--- src/rtl/seg7_pkg.sv ---
// rtl/seg7_pkg.sv - shared segment code table and scan-decoder FSM states
package seg7_pkg;

    // Segment patterns in {a,b,c,d,e,f,g} order, active-high, a = bit 6
    localparam logic [6:0] SEG_0     = 7'b1111110;
    localparam logic [6:0] SEG_1     = 7'b0110000;
    localparam logic [6:0] SEG_2     = 7'b1101101;
    localparam logic [6:0] SEG_3     = 7'b1111001;
    localparam logic [6:0] SEG_4     = 7'b0110011;
    localparam logic [6:0] SEG_5     = 7'b1011011;
    localparam logic [6:0] SEG_6     = 7'b1011111;
    localparam logic [6:0] SEG_7     = 7'b1110010;
    localparam logic [6:0] SEG_8     = 7'b1111111;
    localparam logic [6:0] SEG_9     = 7'b1111011;
    localparam logic [6:0] SEG_BLANK = 7'b0000000;

    typedef enum logic [1:0] {
        IDLE  = 2'd0,
        TRACK = 2'd1,
        HOLD  = 2'd2
    } fsm_state_t;

endpackage

--- src/rtl/seg7_pattern_decode.sv ---
// rtl/seg7_pattern_decode.sv - segment pattern to BCD / blank / invalid classifier
module seg7_pattern_decode
    import seg7_pkg::*;
(
    input  logic [6:0] leds,
    output logic [3:0] bcd,
    output logic       is_blank,
    output logic       invalid
);

    always_comb begin
        bcd      = 4'd0;
        is_blank = 1'b0;
        invalid  = 1'b0;
        case (leds)
            SEG_0:     bcd = 4'd0;
            SEG_1:     bcd = 4'd1;
            SEG_2:     bcd = 4'd2;
            SEG_3:     bcd = 4'd3;
            SEG_4:     bcd = 4'd4;
            SEG_5:     bcd = 4'd5;
            SEG_6:     bcd = 4'd6;
            SEG_7:     bcd = 4'd7;
            SEG_8:     bcd = 4'd8;
            SEG_9:     bcd = 4'd9;
            SEG_BLANK: is_blank = 1'b1;
            default:   invalid = 1'b1;
        endcase
    end

endmodule

--- src/rtl/seg7_scan_decoder.sv ---
// rtl/seg7_scan_decoder.sv - reconstructs per-digit BCD from a scanned 7-segment bus
module seg7_scan_decoder
    import seg7_pkg::*;
#(
    parameter int NDIG       = 4,
    parameter int STABLE_CYC = 4,
    localparam int IDX_W     = $clog2(NDIG)
) (
    input  logic                clk,
    input  logic                rst,
    input  logic [6:0]          leds,
    input  logic [NDIG-1:0]     dig_sel,
    output logic [4*NDIG-1:0]   digits,
    output logic [NDIG-1:0]     blank,
    output logic                upd,
    output logic [IDX_W-1:0]    upd_idx,
    output logic                err,
    output logic                frame_done
);

    localparam int CNT_W = $clog2(STABLE_CYC + 1);

    logic [NDIG-1:0]       sel_q, sel_p;
    logic [6:0]            leds_q, leds_p;
    fsm_state_t            state;
    logic [CNT_W-1:0]      cnt;
    logic [NDIG-1:0]       seen;
    logic [NDIG-1:0][3:0]  dig_q;

    logic                  onehot, same;
    logic [IDX_W-1:0]      idx;
    logic [3:0]            bcd;
    logic                  is_blank, invalid;
    logic [NDIG-1:0]       seen_set;

    seg7_pattern_decode u_decode (
        .leds     (leds_q),
        .bcd      (bcd),
        .is_blank (is_blank),
        .invalid  (invalid)
    );

    always_comb begin
        onehot = (sel_q != '0) && ((sel_q & (sel_q - NDIG'(1))) == '0);
        same   = (sel_q == sel_p) && (leds_q == leds_p);
        idx    = '0;
        for (int i = 0; i < NDIG; i++) begin
            if (sel_q[i]) idx = IDX_W'(i);
        end
        seen_set = seen | (NDIG'(1) << idx);
    end

    assign digits = dig_q;

    always_ff @(posedge clk or posedge rst) begin
        if (rst) begin
            sel_q      <= '0;
            sel_p      <= '0;
            leds_q     <= '0;
            leds_p     <= '0;
            state      <= IDLE;
            cnt        <= '0;
            seen       <= '0;
            dig_q      <= '0;
            blank      <= '1;
            upd        <= 1'b0;
            upd_idx    <= '0;
            err        <= 1'b0;
            frame_done <= 1'b0;
        end else begin
            sel_q      <= dig_sel;
            leds_q     <= leds;
            sel_p      <= sel_q;
            leds_p     <= leds_q;
            upd        <= 1'b0;
            err        <= 1'b0;
            frame_done <= 1'b0;
            case (state)
                IDLE: begin
                    if (onehot) begin
                        state <= TRACK;
                        cnt   <= CNT_W'(1);
                    end else begin
                        cnt   <= '0;
                    end
                end
                default: begin
                    if (!same) begin
                        state <= onehot ? TRACK : IDLE;
                        cnt   <= onehot ? CNT_W'(1) : '0;
                    end else if (state == TRACK) begin
                        if (cnt >= CNT_W'(STABLE_CYC - 1)) begin
                            // Stable long enough: capture once, then hold until the pair changes
                            state <= HOLD;
                            cnt   <= CNT_W'(STABLE_CYC);
                            if (invalid) begin
                                err <= 1'b1;
                            end else begin
                                upd     <= 1'b1;
                                upd_idx <= idx;
                                if (is_blank) begin
                                    blank[idx] <= 1'b1;
                                end else begin
                                    blank[idx] <= 1'b0;
                                    dig_q[idx] <= bcd;
                                end
                                if (&seen_set) begin
                                    frame_done <= 1'b1;
                                    seen       <= '0;
                                end else begin
                                    seen       <= seen_set;
                                end
                            end
                        end else begin
                            cnt <= cnt + CNT_W'(1);
                        end
                    end
                end
            endcase
        end
    end

endmodule

--- config.mk ---
export PLATFORM = sky130hd
export DESIGN_NAME = seg7_scan_decoder
export DESIGN_NICKNAME = d
export VERILOG_FILES = /design/src/rtl/seg7_pkg.sv /design/src/rtl/seg7_pattern_decode.sv /design/src/rtl/seg7_scan_decoder.sv
export SDC_FILE = /design/constraint.sdc
export NUM_CORES = 1
export LEC_CHECK = 0
export BUFFER_PORTS_ARGS = -buffer_cell sky130_fd_sc_hd__buf_4
export CAP_MARGIN = 20
export CORE_AREA = 2 2 76 78
export DETAILED_ROUTE_END_ITERATION = 6
export DIE_AREA = 0 0 78 80
export HOLD_SLACK_MARGIN = 0.02
export PLACE_DENSITY_LB_ADDON = 0.3
export SLEW_MARGIN = 20
export SYNTH_ARGS = -nofsm -noshare
export SYNTH_HDL_FRONTEND = slang
export SYNTH_SLANG_ARGS = --single-unit
--- constraint.sdc ---
create_clock -name clk -period 2.3 [get_ports clk]
set_clock_uncertainty 0.05 [all_clocks]
set_input_delay 0.69 -clock clk [delete_from_list [all_inputs] [get_ports clk]]
set_output_delay 0.69 -clock clk [all_outputs]
set_load 0.01 [all_outputs]
Yosys cells after proc, flatten, opt, wreduce, memory -nomap -nowiden
Index checks and enable logic that the tools add are counted.

storage, ports and cells
  bits in registers = 56
  latch bits = 0
  memory bits (writable) = 0
  bits in read-only memories = 0
  bits of input ports = 13
  output and inout bits = 25
  logic and storage cells = 96
  memories = 0

operators by class
  add/subtract/negate cells = 2
  multiply operators = 0
  divide/modulo/power cells = 0
  $lt $le $gt $ge = 3
  equal/unequal tests = 16
  shifts and indexed selects = 1
  muxes and demuxes = 39
  bitwise operators = 7
  reductions and logical operators = 12

operator list
  cell                                                 count
  equality test 7 bit, second input constant           8
  one-hot mux 4 bit (9 select lines)                   1
  two-way mux 1 bit                                    21
  bitwise mux 16 bit                                   1
  equality test 7 x 6 -> 1 bit, second input constant  2
  two-way mux 2 bit                                    7
  two-way mux 3 bit                                    4
  two-way mux 4 bit                                    3
  OR reduction 11 bit                                  1
  AND 4 bit                                            2
  demux 4 bit (select 2 bit)                           1
  bitwise OR 4 bit                                     2
  equality test 7 bit                                  1
  logical NOT 7 bit                                    1
  != test 3 x 1 -> 1 bit, second input constant        2
  AND reduction 6 bit                                  1
  AND reduction 5 bit                                  1
  equality test 4 bit                                  1
  logical NOT 4 bit                                    1
  NOT 4 bit                                            1
  AND reduction 4 bit                                  1
  nonzero test 4 bit                                   1
  left shift 1 x 2 -> 4 bit, first input constant      1
  subtractor 4 x 1 -> 4 bit, second input constant     1
  11 further kinds                                     14

Longest topological paths before layout
  word-level depth = 12
  depth in mapped cells = 7
  gate-level depth less buffers = 7

By module
From an unflattened synthesis, not the netlist that was laid out.

second synthesis, totals
  cell total of the unflattened synthesis = 198
  area, all modules = 2437.3 um^2

modules (own cells, without submodules)
  module               instances  cells an instance  area an instance (um^2)  sequential area each (um^2)
  seg7_scan_decoder    1          159                2158.3                   1406.3
  seg7_pattern_decode  1          39                 279.0                    0.0

Worst setup path before layout
OpenSTA, ideal clock, no wires.

  path kind = reg-to-reg
  from = register cnt[0]
  to = register dig_q (netlist bit digits[10])
  library setup time = 125 ps
  data arrival time = 2218 ps
  data required time = 2125 ps
  slack = -93 ps
  stages on the path, launching flop included = 8
  path buffers = 0
  period minus slack after synthesis = 2393 ps
  cells stage by stage = dfrtp_1 > ha_1 > ha_1 > a211oi_1 > nor3_1 > o31ai_2 > a2111oi_4 > mux2_2

between the ends
  longest elaborated chain between the ends = 2

RTL lines
  item                                  line                      RTL
  start, declared                       seg7_scan_decoder.sv:26   logic [CNT_W-1:0] cnt;
  start signal, assigned                seg7_scan_decoder.sv:90   cnt <= onehot ? CNT_W'(1) : '0;
  start signal, assigned                seg7_scan_decoder.sv:95   cnt <= CNT_W'(STABLE_CYC);
  start signal, assigned                seg7_scan_decoder.sv:115  cnt <= cnt + CNT_W'(1);
  >= comparator 3 x 2 -> 1 bit          seg7_scan_decoder.sv:92   if (cnt >= CNT_W'(STABLE_CYC - 1)) begin
  AND reduction 6 bit (no source line)  n/a
  end signal, assigned                  seg7_scan_decoder.sv:64   dig_q <= '0;
  end signal, assigned by index         seg7_scan_decoder.sv:105  dig_q[idx] <= bcd;
  end, declared                         seg7_scan_decoder.sv:28   logic [NDIG-1:0][3:0] dig_q;

Every way passes these cells.
A chain may end at the register's enable or synchronous reset.

Worst setup path after layout
Same ends and word-level chain as after synthesis.

==> impl_metrics.xml <==
<?xml version="1.0" encoding="UTF-8"?>
<metrics>
  <group name="min_path">
    <metric name="timing.hold.worst.class" unit="">in -&gt; async</metric>
  </group>
  <group name="route">
    <metric name="drt_drc_violations_left" unit="">0</metric>
    <metric name="drt_pass1_iterations" unit="">5</metric>
    <metric name="dr.first_iter.drc_count" unit="">117</metric>
    <metric name="postRouteAntennaNets" unit="">0</metric>
    <metric name="drt-total-wl" unit="um">5302</metric>
    <metric name="vias" unit="">1835</metric>
    <metric name="average_detailed_routed_wire_length_per_instance" unit="um">15.32</metric>
    <metric name="via_per_inst" unit="">5.303</metric>
  </group>
  <group name="power_and_ir_drop">
    <metric name="clkPwrFrac" unit="">0.343</metric>
    <metric name="seqPwrFrac" unit="">0.567</metric>
    <metric name="combinational_cell_fraction_of_total_power" unit="">0.090</metric>
    <metric name="power_per_cell_area" unit="nW/um2">548.7</metric>
    <metric name="power.leakage" unit="nW">1.456</metric>
    <metric name="power.switching" unit="mW">0.4194</metric>
    <metric name="internal_power" unit="mW">1.403</metric>
    <metric name="p_sw_frac" unit="">0.2302</metric>
    <metric name="irDropWorstVdd" unit="mV">0.4054</metric>
    <metric name="finalPower" unit="mW">1.822</metric>
  </group>
  <group name="worst_setup_path">
    <metric name="data_arrival_time_at_the_worst_slack_endpoint" unit="ps">2380</metric>
    <metric name="worst-path-buf-inv" unit="">2</metric>
    <metric name="critPathLaunchType" unit="">flop</metric>
    <metric name="crit_family" unit="">compound AO/OA/AOI/OAI gates</metric>
    <metric name="critical_path_peak_fanout" unit="">4</metric>
    <metric name="stage_delay_of_the_slowest_cell_on_the_critical_path" unit="ps">410</metric>
    <metric name="critical_path_required" unit="ps">2450</metric>
    <metric name="worst_path_max_delay_cell" unit="">sky130_fd_sc_hd__dfrtp_1</metric>
    <metric name="timing_worst_setup_path_type" unit="">reg -&gt; reg</metric>
    <metric name="crit_path_cell_trace" unit="">ha_1, ha_1, a211oi_1, buf_4, nor3_4, o31ai_2, buf_4, a2111oi_4, mux2_2</metric>
    <metric name="worst_setup_path_end_kind" unit="">flop</metric>
  </group>
  <group name="sta">
    <metric name="setup_viol" unit="">0</metric>
    <metric name="post-route-period-util" unit="">0.9697</metric>
    <metric name="hold_ws" unit="ps">333.1</metric>
    <metric name="relSlewSlack" unit="">0.6275</metric>
    <metric name="totalNegativeSetupSlack" unit="ps">0</metric>
    <metric name="finalHoldViolCount" unit="">0</metric>
    <metric name="finalWorstPathRequiredPeriod" unit="ps">2230</metric>
    <metric name="unrepaired_setup_endpoints_after_global_routing" unit="">yes</metric>
    <metric name="max_clock_freq" unit="GHz">0.4484</metric>
    <metric name="postLayoutSetupSlackWorst" unit="ps">69.66</metric>
    <metric name="slew_violations" unit="">0</metric>
    <metric name="worstMarginPinSlew" unit="ps">554.5</metric>
  </group>
  <group name="floorplanning">
    <metric name="die_width" unit="um">78</metric>
    <metric name="design.portCount" unit="">38</metric>
    <metric name="dieArea" unit="um2">6240</metric>
    <metric name="initial_core_util" unit="">0.4907</metric>
    <metric name="fp.coreArea" unit="um2">5405</metric>
    <metric name="core.rowCount" unit="">27</metric>
    <metric name="die_height" unit="um">80</metric>
  </group>
  <group name="placed_design">
    <metric name="dp_hpwl" unit="um">3951</metric>
    <metric name="placed_cells_incl_taps" unit="">335</metric>
    <metric name="place.gp.congestion" unit="">0.8483</metric>
    <metric name="dpl_cell_area" unit="um2">3153</metric>
    <metric name="post-place-ws" unit="ps">-11.22</metric>
    <metric name="numPortBuffers" unit="">37</metric>
  </group>
  <group name="grt">
    <metric name="globalRoute.totalOverflow" unit="">0</metric>
    <metric name="antenna_violations_before_repair" unit="">0</metric>
    <metric name="first_pass_grt_wire_length" unit="um">8983</metric>
    <metric name="grt_max_degree" unit="">29</metric>
    <metric name="first_global_vias" unit="">1826</metric>
    <metric name="gr-usage-all-layers" unit="">0.1841</metric>
  </group>
  <group name="clock_tree">
    <metric name="ctsRootBufferMaster" unit="">sky130_fd_sc_hd__clkbuf_8</metric>
    <metric name="clock_insertion_delay_worst_skew" unit="ps">300</metric>
    <metric name="total_cts_buffers" unit="">5</metric>
    <metric name="cts_max_path_buffers" unit="">2</metric>
    <metric name="tritoncts" unit="">built</metric>
    <metric name="cts_max_level" unit="">2</metric>
    <metric name="cts_hold_repair_buffers" unit="">0</metric>
    <metric name="cts.sink_count" unit="">56</metric>
    <metric name="clkTransAtPathRegs" unit="ps">90</metric>
  </group>
  <group name="finish">
    <metric name="layout_common_cells" unit="">sky130_fd_sc_hd__buf_4 (63), sky130_fd_sc_hd__dfrtp_1 (49), sky130_fd_sc_hd__inv_1 (20), sky130_fd_sc_hd__mux2i_1 (13), sky130_fd_sc_hd__nor2_1 (10)</metric>
    <metric name="nets" unit="">288</metric>
    <metric name="insertedDiodeCount" unit="">0</metric>
    <metric name="postLayoutCellArea" unit="um2">3321</metric>
    <metric name="leading_cell_type_in_the_layout_fill_and_taps_excluded" unit="">sky130_fd_sc_hd__buf_4</metric>
    <metric name="post_layout_nonfiller_instances" unit="">346</metric>
    <metric name="drive_above_1_share" unit="">0.3686</metric>
    <metric name="layout-area-overhead-vs-synth" unit="%">25.19</metric>
    <metric name="final_util" unit="">0.6144</metric>
    <metric name="nFillCells" unit="">450</metric>
  </group>
  <group name="yosys">
    <metric name="synth-seq-area-share" unit="">0.5302</metric>
    <metric name="synth-async-reset-ratio" unit="">1.000</metric>
    <metric name="syn_inst_count" unit="">214</metric>
    <metric name="syn_nets" unit="">229</metric>
    <metric name="netlist_area" unit="um2">2653</metric>
    <metric name="synth_seq_cells" unit="">56</metric>
    <metric name="synthDistinctLibCells" unit="">51</metric>
    <metric name="edff_count_synth" unit="">0</metric>
    <metric name="synth_ff_type" unit="">sky130_fd_sc_hd__dfrtp_1</metric>
    <metric name="post_synth.cell_area_avg" unit="um2">12.40</metric>
    <metric name="yosysWarningCount" unit="">0</metric>
  </group>
  <group name="run_status">
    <metric name="outcome" unit="">completed</metric>
  </group>
  <group name="job">
    <metric name="maxCapViolCount" unit="">0</metric>
  </group>
</metrics>
kinds of logic after synthesis:
logic type / after synthesis / synth area share
flops: 56 / 0.5302
simple gates: 50 / 0.1255
compound gates: 37 / 0.1429
buf+inv: 33 / 0.05708
mux: 22 / 0.08867
xor+xnor: 14 / 0.04622
fa+ha+maj: 2 / 0.009432
worst paths after layout:
path,startpoint,endpoint,slack [ps],cells after the start
min in group clk,leds_q[0],leds_p[0],380,0
setup / recovery,cnt[0],digits[10],70,9
max in group asynchronous,rst,leds_q[5],1340,3
hold reg to reg,leds_q[0],leds_p[0],380,0
setup reg to reg,cnt[0],digits[10],70,9
hold / removal,rst,digits[9],330,2
final cells by class:
type | count | area [um2] | area share
Sequential cell | 56 | 1410 | 0.4246
Multi-Input combinational cell | 125 | 1141 | 0.3436
Timing Repair Buffer | 64 | 493.0 | 0.1485
Tap cell | 72 | 90.09 | 0.02713
Inverter | 21 | 78.83 | 0.02374
Clock buffer | 6 | 72.57 | 0.02185
Clock inverter | 2 | 35.03 | 0.01055
power by group through the flow:
stage,sequential (mW),clock [mW],combinational (mW)
5_1_grt,1.04,0.687,0.180
3_3_place_gp,1.05,0,0.156
6_report,1.03,0.626,0.164
3_5_place_dp,1.05,0,0.160
2_1_floorplan,1.04,0,0.113
4_1_cts,1.03,0.643,0.162
routing by layer:
layer,routed length (um),global-route usage,vias to the layer above
li1,-,-,874
met1,2301,0.2381,913
met2,2719,0.3095,36
met3,184,0.03507,12
met4,96,0.06842,0
met5,0,0,-
Yosys cell counts (5+ instances only):
master                     count  area (um2)
sky130_fd_sc_hd__a21oi_1       7       35.03
sky130_fd_sc_hd__clkbuf_1      5       18.77
sky130_fd_sc_hd__dfrtp_1      52        1301
sky130_fd_sc_hd__inv_1        21       78.83
sky130_fd_sc_hd__mux2_2        5       56.30
sky130_fd_sc_hd__mux2i_1      13       130.1
sky130_fd_sc_hd__nand2_1       7       26.28
sky130_fd_sc_hd__nor2_1       10       37.54
sky130_fd_sc_hd__nor3_1        5       25.02
sky130_fd_sc_hd__xor2_1       10       87.58
flip-flops by register name (all words and copies together), names as in the netlist, named ones only:
name	flops
cnt	3
upd_idx	2
leds_p	7
leds_q	7
seen	4
digits	16
err	1
frame_done	1
upd	1
sel_p	4
state	2
sel_q	4
timing repair:
item,CTS,global route
gates resized for setup,2,5
endpoints found under the setup margin,3,21
setup buffers,2,1
pin swaps,1,5
Power figures use the tool's default switching activity.
